$ cat src/rtl/net_node_if.sv
// Node-side network interface: queues CPU sends into 17-bit flits for the
// router injection port and buffers router deliveries for the CPU.
module net_node_if #(
    parameter int         TX_DEPTH = 4,
    parameter int         RX_DEPTH = 4,
    parameter logic [3:0] NODE_ID  = 4'd0
) (
    input  logic        clk,
    input  logic        rst,
    input  logic        tx_req,
    input  logic [3:0]  tx_dst,
    input  logic [7:0]  tx_data,
    output logic        tx_rdy,
    output logic [16:0] flit_out,
    input  logic        flit_ack,
    input  logic [8:0]  dlv_in,
    input  logic        rx_pop,
    output logic [7:0]  rx_data,
    output logic        rx_vld,
    output logic        rx_ovf
);

    // state | meaning
    // IDLE  | no flit on the injection port; load the TX FIFO head when present
    // SEND  | flit_out valid and held until the router acks it

    localparam int TXW = $clog2(TX_DEPTH);
    localparam int RXW = $clog2(RX_DEPTH);

    typedef enum logic {IDLE, SEND} tx_state_t;

    tx_state_t      tx_state;
    logic [15:0]    tx_mem [TX_DEPTH];
    logic [TXW-1:0] tx_wr_ptr;
    logic [TXW-1:0] tx_rd_ptr;
    logic [TXW:0]   tx_cnt;
    logic           tx_push;
    logic           tx_pop;

    logic [7:0]     rx_mem [RX_DEPTH];
    logic [RXW-1:0] rx_wr_ptr;
    logic [RXW-1:0] rx_rd_ptr;
    logic [RXW:0]   rx_cnt;
    logic           rx_full;
    logic           rx_push;
    logic           rx_take;

    // TX handshake: readiness comes from the count before the edge, so a full
    // FIFO refuses a push even while the FSM drains it.
    assign tx_rdy  = (tx_cnt != (TXW+1)'(TX_DEPTH));
    assign tx_push = tx_req & tx_rdy;
    assign tx_pop  = (tx_state == IDLE) && (tx_cnt != '0);

    // TX storage is a plain register array; validity is tracked by the count.
    always_ff @(posedge clk) begin
        if (tx_push) tx_mem[tx_wr_ptr] <= {tx_dst, NODE_ID, tx_data};
    end

    // TX pointers and occupancy.
    always_ff @(posedge clk or posedge rst) begin
        if (rst) begin
            tx_wr_ptr <= '0;
            tx_rd_ptr <= '0;
            tx_cnt    <= '0;
        end else begin
            if (tx_push) tx_wr_ptr <= tx_wr_ptr + TXW'(1);
            if (tx_pop)  tx_rd_ptr <= tx_rd_ptr + TXW'(1);
            case ({tx_push, tx_pop})
                2'b10:   tx_cnt <= tx_cnt + 1'b1;
                2'b01:   tx_cnt <= tx_cnt - 1'b1;
                default: tx_cnt <= tx_cnt;
            endcase
        end
    end

    // Injection FSM: the ack edge only clears the flit, so the next load
    // happens one cycle later (at most one flit every two cycles).
    always_ff @(posedge clk or posedge rst) begin
        if (rst) begin
            tx_state <= IDLE;
            flit_out <= '0;
        end else begin
            case (tx_state)
                IDLE: begin
                    if (tx_cnt != '0) begin
                        flit_out <= {1'b1, tx_mem[tx_rd_ptr]};
                        tx_state <= SEND;
                    end
                end
                SEND: begin
                    if (flit_ack) begin
                        flit_out <= '0;
                        tx_state <= IDLE;
                    end
                end
                default: begin
                    flit_out <= '0;
                    tx_state <= IDLE;
                end
            endcase
        end
    end

    // RX side: a pop in the same cycle frees the slot for a delivery into a
    // full FIFO, so only an un-popped full FIFO drops the word.
    assign rx_vld  = (rx_cnt != '0);
    assign rx_full = (rx_cnt == (RXW+1)'(RX_DEPTH));
    assign rx_take = rx_pop & rx_vld;
    assign rx_push = dlv_in[8] & (~rx_full | rx_take);
    assign rx_data = rx_vld ? rx_mem[rx_rd_ptr] : 8'h00;

    // RX storage.
    always_ff @(posedge clk) begin
        if (rx_push) rx_mem[rx_wr_ptr] <= dlv_in[7:0];
    end

    // RX pointers, occupancy and the sticky overflow flag.
    always_ff @(posedge clk or posedge rst) begin
        if (rst) begin
            rx_wr_ptr <= '0;
            rx_rd_ptr <= '0;
            rx_cnt    <= '0;
            rx_ovf    <= 1'b0;
        end else begin
            if (rx_push) rx_wr_ptr <= rx_wr_ptr + RXW'(1);
            if (rx_take) rx_rd_ptr <= rx_rd_ptr + RXW'(1);
            case ({rx_push, rx_take})
                2'b10:   rx_cnt <= rx_cnt + 1'b1;
                2'b01:   rx_cnt <= rx_cnt - 1'b1;
                default: rx_cnt <= rx_cnt;
            endcase
            if (dlv_in[8] && rx_full && !rx_take) rx_ovf <= 1'b1;
        end
    end

endmodule

$ cat config.mk
export PLATFORM = sky130hd
export DESIGN_NAME = net_node_if
export DESIGN_NICKNAME = d
export VERILOG_FILES = /design/src/rtl/net_node_if.sv
export SDC_FILE = /design/constraint.sdc
export NUM_CORES = 1
export LEC_CHECK = 0
export BUFFER_PORTS_ARGS = -buffer_cell sky130_fd_sc_hd__buf_2
export CORE_ASPECT_RATIO = 0.9
export CORE_MARGIN = 2
export CORE_UTILIZATION = 50
export CTS_CLUSTER_DIAMETER = 100
export DETAILED_ROUTE_END_ITERATION = 6
export PLACE_DENSITY = 0.71
export SLEW_MARGIN = 10
export SYNTH_ARGS = -nofsm -noshare
export SYNTH_HDL_FRONTEND = slang
export SYNTH_SLANG_ARGS = --single-unit
$ cat constraint.sdc
create_clock -name clk -period 5.8 [get_ports clk]
set_input_delay 0.58 -clock clk [delete_from_list [all_inputs] [get_ports clk]]
set_output_delay 0.58 -clock clk [all_outputs]
set_load 0.1 [all_outputs]
==> run summary <==
status = completed
starting utilization of the core area = 51.5%
count of input and output buffers = 49
num ports = 54
number of CTS-inserted buffers = 9
ANT nets after route = 0
largest stage delay on the critical path = 0.73 ns
final worst clock skew = 0.0123 ns
clock-pin transition on the worst setup and hold timing paths = 0.09 ns
post-synthesis to final-layout area growth = 12.1%
H-tree depth = 3
Gates resized, CTS repair = 0
async set-or-reset flop fraction in the synthesized netlist = 26.6%
measured slew at the worst slew-check pin = 1.12 ns
worst rel slew slack = 25.1%
placed wire-length estimate = 4620 um
CTS tree = yes
sequential-to-total area share from yosys stat = 70.6%
Main synth FF type = edfxtp_1
Gate Count Post-Synth = 240
number of max-capacitance violations reported = 0
total gr overflow = 0
final routed DRC violation total = 0
largest net degree at the start of global routing = 30
height of the die = 93.3 um
initial antenna violation count = 0
drt total wl = 6970 um
share of layout cells above drive strength 1 = 33.1%
Final setup violation count = 0
number of clock sinks seen by CTS = 109
number of standard-cell rows in the floorplan = 32
RSZ-0062 raised after global routing = no
first-pass iteration count of the detailed router = 4
data arrival time of the critical path = 2.11 ns
endpoint type of the worst setup path = primary output
Final nets = 328
total number of vias = 2,115
Yosys warning total = 0
DIE AREA = 9630 um^2
total negative slack for setup checks = 0 ns
Post-Synthesis Cell Area = 4430 um^2
Max Clock Freq = 371 MHz
Final Hold Vio Count = 0
period utilisation layout = 46.4%
Req. time, crit path = 5.22 ns
cells traversed along the worst timing path = mux4_2 -> and2_1 -> buf_2
detailed-route vias per instance = 5.10
buffer and inverter count on the worst path = 1
Clock Tree Root = clkbuf_8
routability cong. = 0.802
Avg Inst Size Synth = 18.5 um^2
number of distinct library cell variants in the gate-level netlist after synthesis = 43
width of the die = 103 um
startpoint-to-endpoint class of the critical path = flop to primary output
number of post-CTS setup repair buffers = 0
number of inserted diodes = 0
Period minus WS final = 2.69 ns
violation count after the first detailed-routing iteration = 72
first-pass GRT wire length = 11,200 um
maximum fanout count along the critical path = 10
clock network latency to the later pin of the worst-skew pair = 0.36 ns
cell with the largest stage delay on the worst path = dfrtp_1
area used by sequential logic in the layout = 3130 um^2
final slew viol count = 0
combined global-route utilization of all metal layers = 16.0%
Setup crit start kind = flop
vias in the first global route = 2,219
class of the tightest hold or removal check = input port to async pin
count of filler cells inserted in the layout = 661
number of buffers on the longest clock path = 2
area of the multi-input gates = 1190 um^2
Floorplan Core Area = 8610 um^2
Largest delay share family, worst path = flip-flops
drt wl/cell = 16.8 um
count of hold-fix buffers inserted at cts = 0
synthesized flop and latch total = 109
Layout Utilization = 57.7%
number of flops mapped to enable cells by yosys = 80
worst hold margin = 0.285 ns
==> through the flow <==
step,area (um^2),setup WS [ns],std cells
after detailed placement,4780,3.11,399
final,4970,3.11,415
after global placement,4780,3.28,399
after floorplan,4440,2.75,243
after CTS,4970,3.06,415
after global routing,4970,2.96,415
==> flip-flops by register name, indices dropped and copies added (netlist names), 2 cells and up <==
register,flops
tx_mem,48
rx_mem,32
flit_out,13
rx_cnt,3
tx_cnt,3
rx_rd_ptr,2
rx_wr_ptr,2
tx_rd_ptr,2
tx_wr_ptr,2
==> area by class of cell <==
cell class,count,area share (%)
Multi-Input combinational cell,108,24.0
Clock inverter,6,1.28
Inverter,12,0.907
Timing Repair Buffer,51,5.24
Clock buffer,10,2.57
Sequential cell,109,63.0
Tap cell,119,3.00
==> worst paths after layout <==
check                              from           end  slack [ns]  cells after the start
min in group clk               flit_ack  flit_out[16]        0.40                      2
max in group asynchronous           rst   flit_out[2]        5.23                      3
min reg2reg                      rx_ovf        rx_ovf        0.48                      1
max reg2reg                   tx_cnt[0]     tx_cnt[2]        3.14                      8
min                                 rst  rx_rd_ptr[0]        0.28                      3
max                        rx_rd_ptr[0]    rx_data[1]        3.11                      3
==> cells in the mapped netlist, drive strengths merged (2+ instances only) <==
master,instances,area share (%)
ha,9,2.5
buf,11,1.6
nand3b,2,0.34
mux4,20,10
o21ai,2,0.23
mux2,2,0.59
a22o,12,2.4
and3,4,0.56
fa,2,0.90
xnor2,5,0.99
nand2b,2,0.28
o21bai,2,0.34
or3b,3,0.65
inv,12,1.0
nor2,2,0.17
dfrtp,29,16
clkbuf,3,0.25
edfxtp,80,54
and2,13,2.0
o2111ai,2,0.40
xor2,6,1.2
nand3,3,0.34
==> placed cells by master (no fill, tap or decap), drive strengths merged, types with 2 or more instances in the layout <==
master   count
o21ai        2
dfrtp       29
nand3        3
mux2         2
and2        13
fa           2
conb         4
inv         13
mux4        20
xnor2        5
nor2         2
a22o        12
xor2         6
nand3b       2
nand2b       2
buf         51
ha           9
o2111ai      2
clkinv       3
o21bai       2
and3         4
or3b         3
edfxtp      80
clkbuf      10
==> kinds of logic after synthesis <==
family	after synthesis	synth area share, %
compound gates	24	4.60
xor+xnor	11	2.17
fa+ha+maj	11	3.45
buf+inv	26	2.88
flops	109	70.6
mux	23	11.0
other cells	1	0.0846
simple gates	35	5.22
==> worst register-to-register path, cell delays in order, from the launching register on <==
cell and delay (ns):
dfrtp_1 0.45, nor3_1 0.10, nor2_1 0.85, ha_1 0.34
inv_1 0.06, fa_1 0.37, xor2_1 0.15, nor2_1 0.12
xor2_1 0.15
==> metal layers <==
layer / up-vias / routed length, um / global-route usage [%]
li1: 1012 / - / -
met1: 1060 / 3110 / 20.6
met2: 41 / 3590 / 26.8
met4: 0 / 32 / 3.29
met5: - / 0 / 0
met3: 2 / 237 / 5.01
Power is not shown: default switching activity piles up to over one toggle a cycle in this logic, so the estimate is an artifact.
